<file path="config.mk">
export PLATFORM = sky130hd
export DESIGN_NAME = reg_scan_cmp
export DESIGN_NICKNAME = d
export VERILOG_FILES = /design/src/rtl/reg_scan_pkg.sv /design/src/rtl/reg_scan_cmp.sv
export SDC_FILE = /design/constraint.sdc
export NUM_CORES = 1
export LEC_CHECK = 0
export CORE_ASPECT_RATIO = 2
export CORE_MARGIN = 5
export CORE_UTILIZATION = 39
export DETAILED_ROUTE_END_ITERATION = 10
export PLACE_DENSITY = 0.8
export SETUP_SLACK_MARGIN = 0.1
export SYNTH_ARGS = -nofsm -noshare
export SYNTH_HDL_FRONTEND = slang
export SYNTH_SLANG_ARGS = --single-unit
</file>
<file path="constraint.sdc">
create_clock -name clock -period 2 [get_ports clock]
set_clock_uncertainty 0.15 [all_clocks]
set_input_delay 0.6 -clock clock [delete_from_list [all_inputs] [get_ports clock]]
set_output_delay 0.6 -clock clock [all_outputs]
set_load 0.01 [all_outputs]
</file>
<file path="src/rtl/reg_scan_pkg.sv">
// Shared types and helpers for the register-scan self-check block.
package reg_scan_pkg;

    localparam int STATE_W = 3;

    typedef enum logic [STATE_W-1:0] {
        ST_IDLE  = 3'd0,
        ST_RUN   = 3'd1,
        ST_SCAN  = 3'd2,
        ST_DRAIN = 3'd3,
        ST_DONE  = 3'd4
    } state_e;

    // Counter increment that sticks at max_val instead of wrapping.
    function automatic logic [31:0] sat_inc(input logic [31:0] cnt,
                                            input logic [31:0] max_val);
        return (cnt >= max_val) ? cnt : cnt + 32'd1;
    endfunction

endpackage

</file>
<file path="src/rtl/reg_scan_cmp.sv">
// Registered compare stage: aligns captured regfile data with the 1-cycle
// expected-memory read, counts mismatches and latches the first failure.
module reg_scan_cmp
    import reg_scan_pkg::*;
#(
    parameter int DATA_W = 32,
    parameter int ADDR_W = 5,
    parameter int ERR_W  = 6
) (
    input  logic              clock,
    input  logic              reset,
    input  logic              clear,
    input  logic              issue_vld,
    input  logic [ADDR_W-1:0] issue_idx,
    input  logic [DATA_W-1:0] reg_rdata,
    input  logic [DATA_W-1:0] exp_data,
    output logic [ERR_W-1:0]  err_count,
    output logic [ADDR_W-1:0] first_err_reg,
    output logic [DATA_W-1:0] first_err_exp,
    output logic [DATA_W-1:0] first_err_act
);

    localparam logic [ERR_W-1:0] ERR_MAX = '1;

    logic              vld_q, vld_d;
    logic [DATA_W-1:0] act_q, act_d;
    logic [ADDR_W-1:0] idx_q, idx_d;
    logic [ERR_W-1:0]  err_q, err_d;
    logic              seen_q, seen_d;
    logic [ADDR_W-1:0] freg_q, freg_d;
    logic [DATA_W-1:0] fexp_q, fexp_d;
    logic [DATA_W-1:0] fact_q, fact_d;
    logic              mismatch;

    always_comb begin
        vld_d    = issue_vld;
        act_d    = reg_rdata;
        idx_d    = issue_idx;
        err_d    = err_q;
        seen_d   = seen_q;
        freg_d   = freg_q;
        fexp_d   = fexp_q;
        fact_d   = fact_q;
        mismatch = vld_q && (exp_data != act_q);

        if (clear) begin
            err_d  = '0;
            seen_d = 1'b0;
            freg_d = '0;
            fexp_d = '0;
            fact_d = '0;
        end else if (mismatch) begin
            err_d = ERR_W'(sat_inc(32'(err_q), 32'(ERR_MAX)));
            if (!seen_q) begin
                seen_d = 1'b1;
                freg_d = idx_q;
                fexp_d = exp_data;
                fact_d = act_q;
            end
        end
    end

    always_ff @(posedge clock) begin
        if (reset) begin
            vld_q  <= 1'b0;
            err_q  <= '0;
            seen_q <= 1'b0;
            freg_q <= '0;
            fexp_q <= '0;
            fact_q <= '0;
        end else begin
            vld_q  <= vld_d;
            err_q  <= err_d;
            seen_q <= seen_d;
            freg_q <= freg_d;
            fexp_q <= fexp_d;
            fact_q <= fact_d;
        end
    end

    // Pipeline data is qualified by vld_q, so it needs no reset.
    always_ff @(posedge clock) begin
        act_q <= act_d;
        idx_q <= idx_d;
    end

    assign err_count     = err_q;
    assign first_err_reg = freg_q;
    assign first_err_exp = fexp_q;
    assign first_err_act = fact_q;

endmodule

</file>
==> results.ini <==
[outcome]
status=complete, but fails checks
violations=negative setup slack

[worst_hold_path]
worst_hold_path.endpoint=first_err_reg[0]
holdPathStages=2
min_path_type=reg -> reg
hp-start=first_err_reg[0]

[global_route]
grt-ovfl-total=0
grt_pass1_vias=3530
grt_util_all_layers_pct=20.43
antenna_found_initial=1
grt_start_max_net_pins=35
grt_pass1_wl_um=18100

[clock_tree]
insertion_delay_ns=0.40
cts_max_path_buffers=2
cts_buffers=17
cts_tree=yes
numClockSinks=114
htreeDepth=4
clk_pin_slew_ns=0.05
root_buffer=clkbuf_16

[critical_path]
crit_required_ns=2.14
critical_path_class=reg -> reg
critPathArrivalTime_ns=2.24
cp-start-kind=flip-flop
crit_family=simple AND/OR/NAND/NOR gates
r2r_start=act_q[19]
cp_slowest_stage_delay_ns=0.32
crit_chain=xnor2_1 -> nand4_1 -> nor4_2 -> buf_4 -> a21oi_4 -> buf_12 -> buf_16 -> mux2i_2 -> nor2_1
critPathCaptureType=flip-flop
critPathBufInv=3
cp_max_fo=8
cpMaxStageDelayCell=dfxtp_1
regToRegEndpoint=first_err_act[21]
r2r_slack_ns=-0.11
r2r_cells=9

[yosys]
ys_seq_area_share_pct=58.41
netlist.area_leader.share_pct=58.41
syn_inst=351
synth-edff-count=0
yosys.area.top_type=dfxtp_1
yosys_warnings=0
synth_area_mm2=0.003907
synth.distinct_cells=27
ys_seq_elements=114
synth_area_leaders=dfxtp_1 58%, mux2i_1 17%, xnor2_1 7.2%, nor2_1 6.4%, buf_6 1.4%
syn_nets=425
synth_most_common_cell=dfxtp_1
async_reset_ff_share_pct=0
synth_ff_type=dfxtp_1
postSynthAreaPerCell_um2=11.13
synthTopCellsByCount=114 x dfxtp_1, 67 x nor2_1, 66 x mux2i_1

[pwr]
clock_power_share_pct=50.1
powerDensity_mw_per_mm2=901.6
power.total_mw=6.051
power_frac_comb_pct=10.1
p_sw_mw=1.262
p_leak_nw=2.942
switching_share_pct=20.85
p_int_mw=4.789
ir_drop_mv=0.8501
p_seq_share_pct=39.7

[run]
max_cap_violations=0

[cells_and_area]
drive_gt1_share_pct=25.23
stdcell_count=676
design_area_mm2=0.006711
post-route-util_pct=68.74
nets=606
syn2layout_area_growth_pct=71.76

[timing]
timing.final.crit_period_ns=2.105
worst_pin_slew_ns=0.2977
fin_crit_sh_pct=105.3
hold_viol=0
relSlewSlack_pct=80.16
rsz0062_at_grt=true
fin_ws_ns=-0.1050
max_clock_freq_ghz=0.4751
finalSetupTns_ns=-1.866
hold_slack_ns=0.3027
setup_viol=62
slew_viol_final=0

[die]
die_h_um=151.6
core_area_mm2=0.009763
start_util_pct=40.02
dieArea_mm2=0.01224
io-pin-count=148
dieWidth_um=80.78
row_count=51

[routing]
dr.pass1.iters=5
detail-route-antenna-nets=0
drt_wl_total_um=11960
vias=3233
viasPerCell=4.783
wl_met1_um=3886
first_iter_violations=111
highest_layer=met4
wl_met3_um=645
drc=0
met2_length_um=6806
avgRoutedWirePerCell_um=17.68

[placed_design]
placed_cells=629
dp.final_hpwl_um=8331
dp_slack_ns=-0.7434
place_area_mm2=0.005698
gp_congestion=0.8284
io_buffers=147

## timing repair
| action | in CTS | in global routing |
|---|---|---|
| hold endpoints to repair | 0 | 0 |
| setup buffers | 6 | 2 |
| hold buffers | 0 | 0 |
| setup endpoints to repair | 151 | 78 |
| pin swaps | 49 | 34 |
| gates resized for setup | 223 | 26 |
| gates cloned | 8 | 0 |
## cell families after synthesis
logic type | share of synthesized area, %
AO/OA/AOI/OAI | 2.626
XOR/XNOR | 7.173
adder cells (fa/ha/maj) | 0.3202
buffers and inverters | 2.785
flip-flops | 58.41
multiplexers | 16.91
AND/OR/NAND/NOR | 11.78
## worst max-delay path by stage
stage	endpoint	start	depth (start not counted)	slack (ns)
after floorplan	first_err_exp[0]	exp_data[8]	8	-0.06
after global placement	err_count[5]	exp_data[0]	8	-0.71
after detailed placement	err_count[5]	exp_data[12]	8	-0.74
after CTS	err_count[5]	act_q[22]	9	-0.07
after global routing	first_err_act[21]	act_q[19]	9	-0.20
final	first_err_act[21]	act_q[19]	9	-0.11
## worst register-to-register path, delay by kind of cell, from the launching register on
family	cells	cell delay, ns
muxes	1	0.21
buffers and inverters	3	0.49
DFF	1	0.32
AOI/OAI and AO/OA	1	0.08
xor gates and xnor gates	1	0.18
and+or+nand+nor	3	0.57
## metal layers
metal | vias up | track usage (%)
met1 | 1514 | 17.89
met4 | 0 | 12.35
met5 | - | 0
met3 | 41 | 6.213
li1 | 1555 | -
met2 | 123 | 39.04
## power by group through the flow
stage | clock, mW | sequential (mW) | combinational (mW)
3_5_place_dp | 0 | 2.44 | 0.534
3_3_place_gp | 0 | 2.44 | 0.527
2_1_floorplan | 0 | 2.45 | 0.235
4_1_cts | 3.09 | 2.40 | 0.607
5_1_grt | 3.21 | 2.41 | 0.650
6_report | 3.03 | 2.40 | 0.613
## layout make-up
type                    instances  area (um2)
clock inverters                 5       100.1
fillers                       743        3052
inverters                       1       3.754
well taps                     132       165.2
clock buffers                  25       495.5
flip-flops and latches        114        2295
repair buffers                179        1819
diodes                          1       2.502
multi-input cells             219        1831
## layout by cell type (no fill, tap or decap), types with 5 or more instances in the layout
master | synthesis | routed
buf_16 | 0 | 9
buf_2 | 3 | 13
buf_4 | 0 | 9
buf_6 | 5 | 9
clkbuf_16 | 0 | 18
clkbuf_2 | 0 | 5
clkdlybuf4s15_1 | 0 | 7
clkdlybuf4s15_2 | 0 | 5
clkdlybuf4s50_1 | 0 | 40
dfxtp_1 | 114 | 104
dfxtp_2 | 0 | 10
dlygate4sd2_1 | 0 | 76
mux2i_1 | 66 | 60
mux2i_2 | 0 | 5
nand2_1 | 11 | 11
nand4_1 | 8 | 8
nor2_1 | 67 | 66
xnor2_1 | 32 | 14
xnor2_2 | 0 | 16
No activity file was read; power rests on OpenSTA's default activity.
